$ cat src/rtl/sseg_scan_driver_pkg.sv
// Shared definitions for the seven-segment scan driver: active-low segment codes,
// the nibble-to-segment decoder, the converter state type and the overflow limit helper.
package sseg_pkg;

    localparam logic [6:0] SEG_0     = 7'b0000001;
    localparam logic [6:0] SEG_1     = 7'b1001111;
    localparam logic [6:0] SEG_2     = 7'b0010010;
    localparam logic [6:0] SEG_3     = 7'b0000110;
    localparam logic [6:0] SEG_4     = 7'b1001100;
    localparam logic [6:0] SEG_5     = 7'b0100100;
    localparam logic [6:0] SEG_6     = 7'b0100000;
    localparam logic [6:0] SEG_7     = 7'b0001111;
    localparam logic [6:0] SEG_8     = 7'b0000000;
    localparam logic [6:0] SEG_9     = 7'b0000100;
    localparam logic [6:0] SEG_BLANK = 7'b1111111;
    localparam logic [6:0] SEG_DASH  = 7'b1111110;

    typedef enum logic {IDLE, CONV} state_t;

    function automatic logic [6:0] seg_code(input logic [3:0] nib);
        logic [6:0] code;
        case (nib)
            4'd0:    code = SEG_0;
            4'd1:    code = SEG_1;
            4'd2:    code = SEG_2;
            4'd3:    code = SEG_3;
            4'd4:    code = SEG_4;
            4'd5:    code = SEG_5;
            4'd6:    code = SEG_6;
            4'd7:    code = SEG_7;
            4'd8:    code = SEG_8;
            4'd9:    code = SEG_9;
            default: code = SEG_BLANK;
        endcase
        return code;
    endfunction

    // Largest value that fits in n_digits decimal digits (10^n - 1).
    function automatic logic [63:0] max_value(input int n_digits);
        logic [63:0] p;
        p = 64'd1;
        for (int i = 0; i < n_digits; i++) begin
            p = p * 64'd10;
        end
        return p - 64'd1;
    endfunction

endpackage

$ cat src/rtl/sseg_scan_driver_bin2bcd_seq.sv
// Iterative shift-add-3 binary-to-BCD converter: one bit per clock, WIDTH clocks per value.
// o_done pulses on the final iteration, in the same cycle o_bcd takes the new result.
module bin2bcd_seq
    import sseg_pkg::*;
#(
    parameter int WIDTH    = 14,
    parameter int N_DIGITS = 4
) (
    input  logic                  clk,
    input  logic                  rst_n,
    input  logic                  i_start,
    input  logic [WIDTH-1:0]      i_value,
    output logic                  o_ready,
    output logic                  o_done,
    output logic [4*N_DIGITS-1:0] o_bcd
);

    localparam int BCD_W = 4 * N_DIGITS;
    localparam int CNT_W = (WIDTH > 1) ? $clog2(WIDTH) : 1;

    state_t             r_state;
    logic [WIDTH-1:0]   r_shift;
    logic [BCD_W-1:0]   r_acc;
    logic [BCD_W-1:0]   r_result;
    logic [CNT_W-1:0]   r_cnt;
    logic [BCD_W-1:0]   w_adj;
    logic [BCD_W-1:0]   w_acc_next;
    logic               w_last;

    genvar gi;
    generate
        for (gi = 0; gi < N_DIGITS; gi++) begin : g_adj
            assign w_adj[4*gi +: 4] = (r_acc[4*gi +: 4] >= 4'd5) ? r_acc[4*gi +: 4] + 4'd3
                                                                  : r_acc[4*gi +: 4];
        end
    endgenerate

    // Carry out of the top nibble falls off here; overflow is flagged separately.
    assign w_acc_next = {w_adj[BCD_W-2:0], r_shift[WIDTH-1]};
    assign w_last     = (r_state == CONV) && (r_cnt == CNT_W'(WIDTH - 1));

    always_ff @(posedge clk or negedge rst_n) begin
        if (!rst_n) begin
            r_state  <= IDLE;
            r_shift  <= '0;
            r_acc    <= '0;
            r_result <= '0;
            r_cnt    <= '0;
        end else begin
            case (r_state)
                IDLE: begin
                    if (i_start) begin
                        r_shift <= i_value;
                        r_acc   <= '0;
                        r_cnt   <= '0;
                        r_state <= CONV;
                    end
                end
                CONV: begin
                    r_acc   <= w_acc_next;
                    r_shift <= r_shift << 1;
                    r_cnt   <= r_cnt + 1'b1;
                    if (w_last) begin
                        r_result <= w_acc_next;
                        r_state  <= IDLE;
                    end
                end
                default: r_state <= IDLE;
            endcase
        end
    end

    assign o_ready = (r_state == IDLE);
    assign o_done  = w_last;
    assign o_bcd   = r_result;

endmodule

$ cat src/rtl/sseg_scan_driver.sv
// Multiplexed seven-segment display driver: sequential BCD conversion of a loaded value,
// then round-robin scan of the digits with leading-zero blanking and overflow dashes.
module sseg_scan_driver
    import sseg_pkg::*;
#(
    parameter int N_DIGITS = 4,
    parameter int WIDTH    = 14,
    parameter int SCAN_DIV = 50000
) (
    input  logic                clk,
    input  logic                rst_n,
    input  logic [WIDTH-1:0]    value,
    input  logic                load,
    output logic                ready,
    output logic                overflow,
    output logic [6:0]          sseg,
    output logic [N_DIGITS-1:0] an
);

    localparam logic [63:0] MAX_VALUE = max_value(N_DIGITS);
    localparam int          PRE_W     = $clog2(SCAN_DIV);
    localparam int          K_W       = (N_DIGITS > 1) ? $clog2(N_DIGITS) : 1;

    logic                  w_ready;
    logic                  w_start;
    logic                  w_done;
    logic                  w_too_big;
    logic [4*N_DIGITS-1:0] w_bcd;
    logic [N_DIGITS-1:0]   w_nib_zero;
    logic [N_DIGITS-1:0]   w_zero_from;
    logic [3:0]            w_nib;
    logic [6:0]            w_seg_sel;

    logic                  r_ovf_pending;
    logic                  r_overflow;
    logic [PRE_W-1:0]      r_presc;
    logic [K_W-1:0]        r_k;
    logic [6:0]            r_sseg;
    logic [N_DIGITS-1:0]   r_an;

    assign w_start   = load && w_ready;
    assign w_too_big = 64'(value) > MAX_VALUE;

    bin2bcd_seq #(
        .WIDTH    (WIDTH),
        .N_DIGITS (N_DIGITS)
    ) u_bin2bcd (
        .clk     (clk),
        .rst_n   (rst_n),
        .i_start (w_start),
        .i_value (value),
        .o_ready (w_ready),
        .o_done  (w_done),
        .o_bcd   (w_bcd)
    );

    // w_zero_from[i]: every nibble from i up to the most significant is zero.
    genvar gi;
    generate
        for (gi = 0; gi < N_DIGITS; gi++) begin : g_blank
            assign w_nib_zero[gi]  = (w_bcd[4*gi +: 4] == 4'd0);
            assign w_zero_from[gi] = &w_nib_zero[N_DIGITS-1:gi];
        end
    endgenerate

    always_comb begin
        w_nib     = w_bcd[4*r_k +: 4];
        w_seg_sel = seg_code(w_nib);
        if (r_overflow) begin
            w_seg_sel = SEG_DASH;
        end else if ((r_k != '0) && w_zero_from[r_k]) begin
            w_seg_sel = SEG_BLANK;
        end
    end

    always_ff @(posedge clk or negedge rst_n) begin
        if (!rst_n) begin
            r_ovf_pending <= 1'b0;
            r_overflow    <= 1'b0;
            r_presc       <= '0;
            r_k           <= '0;
            r_sseg        <= SEG_BLANK;
            r_an          <= '1;
        end else begin
            if (w_start) begin
                r_ovf_pending <= w_too_big;
            end
            if (w_done) begin
                r_overflow <= r_ovf_pending;
            end
            if (r_presc == PRE_W'(SCAN_DIV - 1)) begin
                r_presc <= '0;
                r_k     <= (r_k == K_W'(N_DIGITS - 1)) ? '0 : r_k + 1'b1;
            end else begin
                r_presc <= r_presc + 1'b1;
            end
            r_an   <= ~(N_DIGITS'(1) << r_k);
            r_sseg <= w_seg_sel;
        end
    end

    assign ready    = w_ready;
    assign overflow = r_overflow;
    assign sseg     = r_sseg;
    assign an       = r_an;

endmodule

$ cat config.mk
export PLATFORM = sky130hd
export DESIGN_NAME = sseg_scan_driver
export DESIGN_NICKNAME = d
export VERILOG_FILES = /design/src/rtl/sseg_scan_driver_pkg.sv /design/src/rtl/sseg_scan_driver_bin2bcd_seq.sv /design/src/rtl/sseg_scan_driver.sv
export SDC_FILE = /design/constraint.sdc
export NUM_CORES = 1
export LEC_CHECK = 0
export BUFFER_PORTS_ARGS = -buffer_cell sky130_fd_sc_hd__buf_2
export CAP_MARGIN = 0
export CORE_MARGIN = 3
export CORE_UTILIZATION = 55
export DETAILED_ROUTE_END_ITERATION = 6
export PLACE_DENSITY = 0.7
export SLEW_MARGIN = 0
export SYNTH_ARGS = -nofsm -noshare
export SYNTH_HDL_FRONTEND = slang
export SYNTH_SLANG_ARGS = --single-unit
$ cat constraint.sdc
create_clock -name clk -period 2.8 [get_ports clk]
set_clock_uncertainty 0.2 [all_clocks]
set_input_delay 0.28 -clock clk [delete_from_list [all_inputs] [get_ports clk]]
set_output_delay 0.28 -clock clk [all_outputs]
set_load 0.02 [all_outputs]
Yosys cells after proc, flatten, opt, wreduce, memory -nomap -nowiden
Memory sizes are Yosys's and may differ from the RTL's. Index checks and enable logic that the tools add are counted.

Flip-flop bits (word level): 82. Memories kept: 1. Bits in read-only memories: 112. Input bits: 17. Logic and storage cells: 64.

Memory list: (no name shown) (depth 16, bits a word 7, read ports 1, clocked after memory_dff 0, write ports 0, line sseg_scan_driver_pkg.sv:22) `case (nib)`.

Equal/unequal tests: 4. Bitwise logic cells: 2. Reductions and logical operators: 12. Magnitude comparators: 6. Shifts and indexed selects: 2. Muxes and demuxes: 19. Add/subtract/negate cells: 7.

Operator list (count): $mux W16 (2); $pmux W16 S2 (1); $pmux W14 S2 (1); $add A16 B1 Y16 const B (1); $eq A16 B16 Y1 const B (1); $ge A4 B3 Y1 const B (4); $logic_not A4 Y1 (4); $mux W4 (4); $shiftx A16 B5 Y4 (1); $gt A14 B14 Y1 const B (1); $mux W14 (1); $mux W7 (2); $add A4 B2 Y4 const B (3); $pmux W4 S2 (1); $add A4 B1 Y4 const B (1); $eq A4 B4 Y1 const B (1); $not A4 Y4 (1); $reduce_and A2 Y1 (2); $reduce_and A4 Y1 (1); $shl A1 B2 Y4 const A (1); $add A3 B2 Y3 const B (1); $logic_and A1 B1 Y1 (3); $lt A2 B3 Y1 const B (1); $mux W1 (3); other kinds (10) (10).

Longest topological paths before layout
Depth in word-level cells: 7. Depth in mapped cells: 8. Gate-level depth less buffers: 7.

Hierarchy
From an unflattened synthesis, not the netlist that was laid out.

Cell total of the unflattened synthesis: 393. Area, all modules: 4166.5 um^2.

By module, submodules not included: bin2bcd_seq (area an instance 2458.6 um^2, cells an instance 234, times used 1, sequential area each 1276.2 um^2); sseg_scan_driver (area an instance 1707.9 um^2, cells an instance 159, times used 1, sequential area each 789.5 um^2).

Least setup slack after synthesis
No wires, ideal clock.

Path type: flip-flop to flip-flop. Start: register r_k[0]. End: register r_sseg[2] (netlist: sseg[2]). Setup slack: 0.598 ns. Stages on the path, launching flop included: 9. Library setup time: 0.084 ns. Data arrival time: 1.918 ns. Buffers on the path: 1. Cell sequence: dfrtp_1 buf_6 mux4_1 inv_1 ha_1 inv_1 mux2i_1 a21oi_1 a311o_1.

Word-level cells in the longest chain between the ends: 5.

RTL lines: start: declaration (line sseg_scan_driver.sv:37) `logic [K_W-1:0] r_k;`; start signal: assignment (line sseg_scan_driver.sv:93) `r_k <= (r_k == K_W'(N_DIGITS - 1)) ? '0 : r_k + 1'b1;`; parallel branches: the longest is 3 deep, another holds $mem_v2 Z16 W7; $mux W7 * (line sseg_scan_driver.sv:71) `end else if ((r_k != '0) && w_zero_from[r_k]) begin`; $mux W7 * (line sseg_scan_driver.sv:69) `if (r_overflow) begin`; via w_seg_sel[2] (line sseg_scan_driver.sv:32) `logic [6:0] w_seg_sel;`; end signal: assignment (line sseg_scan_driver.sv:98) `r_sseg <= w_seg_sel;`; end: declaration (line sseg_scan_driver.sv:38) `logic [6:0] r_sseg;`.

Mark *: on every way through the listed nets, which the timed path passes. The select of a mux whose other input is x is not followed. A chain may end at the register's enable or synchronous reset.

Final worst setup path
Same ends and word-level chain as after synthesis.

==> flow_metrics.tcl <==
set metrics [dict create \
    place_inst 513 \
    max-vdd-ir-drop_uv 466 \
    diodes 0 \
    stdcell_count 531 \
    crit_fanout 9 \
    ys_warn_count 0 \
    worst_path_largest_cell_delay_ns 0.69 \
    critical_path_class "reg2reg" \
    maxCapViolCount 0 \
    final_layout_size_suffix_gt1_frac 0.168 \
    clkSinkCount 82 \
    syn-num-nets 437 \
    p_per_area_nw_per_um2 930 \
    area_growth_syn_to_layout_pct 10.7 \
    grt_use_total 0.193 \
    layout.area.seq_um2 2070 \
    antenna_found_initial 0 \
    die_x_um 92.3 \
    drtAntennaViolNets 0 \
    switching_share 0.377 \
    cp.arrival_ns 2.54 \
    yosysSeqAreaShare 0.505 \
    drv_slew 0 \
    intPower_mw 2.62 \
    wl_um 7260 \
    synth_seq_cells 82 \
    max_slew.worst_pin.slew_ns 0.481 \
    num_vias 2866 \
    p_leak_nw 2.05 \
    hp-class "in2reg" \
    dpl.hpwl_um 5180 \
    status "finished, final reports clean" \
    path_cells "mux4_1 > inv_1 > ha_1 > inv_1 > mux2i_1 > a21oi_1 > a311o_1" \
    finalCriticalPeriod_ns 2.48 \
    gp_congestion 0.838 \
    design_area_um2 4530 \
    synth-edff-count 0 \
    cts_tree "built" \
    cp_common_cell "inv_1" \
    hold_viol 0 \
    wl_per_cell_um 13.7 \
    fillers 586 \
    fin_util 0.645 \
    worstSkewPairLatency_ns 0.34 \
    multi_input_area_um2 1880 \
    die_area_um2 8510 \
    final_cell_mix "dfrtp_1, nand2_1, o21ai_0" \
    async_flop_share 1.00 \
    drt-initial-drc-count 147 \
    ctsRootBufferMaster "clkbuf_8" \
    end_kind "flip-flop" \
    coreArea_um2 7020 \
    path_clk_slew_ns 0.08 \
    cp_slowest_cell "mux4_1" \
    layout_commonest_cell "dfrtp_1" \
    power_frac_seq 0.452 \
    synthCells 399 \
    cts_repair_resize_count 0 \
    clkPwrFrac 0.174 \
    netlist_area_um2 4090 \
    path_buf_inv 2 \
    clockBufferDepth 2 \
    ys_types 45 \
    final.setup.tns_ns 0 \
    numCtsBuffers 9 \
    die_height_um 92.3 \
    ios 30 \
    grt_overflow 0 \
    synthFlopType "dfrtp_1" \
    p_sw_mw 1.59 \
    crit_family "multiplexers" \
    first_pass_iters 4 \
    cp.required_ns 2.86 \
    start_util 0.583 \
    grt_pass1_wl_um 13300 \
    grt_pass1_vias 2865 \
    drcViolationCount 0 \
    fin_nets 468 \
    vias_per_cell 5.40 \
    syn_avg_cell_area_um2 10.3 \
    rsz0062_at_grt "no" \
    slew_headroom 0.678 \
    max_clock_freq_ghz 0.403 \
    start_kind "flip-flop" \
    rows 30 \
    placed_cell_area_um2 4350 \
    grt_max_degree 46 \
    fin_crit_sh 0.886 \
    share_comb_of_total_power 0.375 \
    port_buffers 29 \
    setup_viol 0 \
    htreeDepth 3 \
]
-- stage by stage --
| step | hold WS, ns | power [mW] | setup WS (ns) |
|---|---|---|---|
| floorplan | -0.216 | 3.08 | 0.598 |
| CTS | 0.0121 | 4.25 | 0.333 |
| global route | 0.0501 | 4.59 | 0.187 |
| finish | 0.0205 | 4.21 | 0.320 |
| global placement | 0.0782 | 3.43 | 0.449 |
| detailed placement | 0.0790 | 3.51 | 0.356 |
-- worst min-delay path, delay by kind of cell --
family	cells	cell delay (ns)
muxes	1	0.05
AOI/OAI and AO/OA	1	0.12
buffers and inverters	1	0.07
-- logic make-up after synthesis --
logic type                 Yosys count  synth area share
AOI/OAI and AO/OA                   81             0.118
DFF                                 82             0.505
adders and majority gates           21            0.0642
muxes                               26            0.0786
and+or+nand+nor                    133             0.159
buffers and inverters               38            0.0370
xor gates and xnor gates            18            0.0385
-- metal layers --
layer / GRT usage / part of all wire
met1: 0.255 / 0.49
met2: 0.317 / 0.48
met3: 0.0353 / 0.029
met4: 0.0755 / 0.0077
met5: 0 / 0
-- state kept, by name, indices dropped and copies added, names as in the netlist --
register and count:
an 4, u_bin2bcd.o_bcd 16, r_ovf_pending 1, u_bin2bcd.r_state 1, u_bin2bcd.r_acc 16, sseg 7, r_presc 16, u_bin2bcd.r_cnt 4
overflow 1, r_k 2, u_bin2bcd.r_shift 14
-- cell type report --
class	instances	share of cell area
Tap cell	96	0.0265
Multi-Input combinational cell	279	0.414
Clock buffer	12	0.0298
Inverter	21	0.0174
Timing Repair Buffer	37	0.0497
Clock inverter	4	0.00635
Sequential cell	82	0.456
-- synth_stat cells, drive strengths merged, types with 6 or more instances --
cell / n / area, um2
mux2i: 16 / 160
nor2: 16 / 60.1
nor3b: 7 / 52.6
o22ai: 12 / 75.1
xor2: 9 / 78.8
o21ai: 44 / 224
xnor2: 9 / 78.8
nand2: 61 / 229
nand4: 8 / 50.1
dfstp: 11 / 289
ha: 21 / 263
a21oi: 13 / 65.1
dfrtp: 71 / 1780
nor4: 7 / 50.1
clkbuf: 14 / 52.6
inv: 20 / 75.1
mux2: 6 / 67.6
nand3: 14 / 70.1
-- power groups by stage --
| stage | Combinational [mW] | Sequential, mW | Clock (mW) |
|---|---|---|---|
| 2_1_floorplan | 1.18 | 1.90 | 0 |
| 3_3_place_gp | 1.53 | 1.90 | 0 |
| 3_5_place_dp | 1.60 | 1.92 | 0 |
| 4_1_cts | 1.60 | 1.90 | 0.756 |
| 5_1_grt | 1.82 | 1.95 | 0.819 |
| 6_report | 1.58 | 1.90 | 0.732 |
-- what timing repair did --
item | CTS | global route
hold endpoints to repair | 28 | 0
hold buffers | 2 | 0
setup buffers | 0 | 0
-- path summary, 6_finish.rpt --
check	from	to	slack (ns)	cells after the start
worst max-delay path	r_k[0]$_DFFE_PN0N_	sseg[2]$_DFF_PN1_	0.32	7
worst min-delay path	value[1]	u_bin2bcd.r_shift[1]$_DFFE_PN0P_	0.02	3
worst max register to register	r_k[0]$_DFFE_PN0N_	sseg[2]$_DFF_PN1_	0.32	7
worst min register to register	u_bin2bcd.r_shift[0]$_DFFE_PN0P_	u_bin2bcd.r_shift[1]$_DFFE_PN0P_	0.27	2
max in group asynchronous	rst_n	sseg[4]$_DFF_PN1_	1.55	3
min in group asynchronous	rst_n	r_presc[5]$_DFF_PN0_	0.23	2
Note: power is estimated with default switching activity, not from simulation.
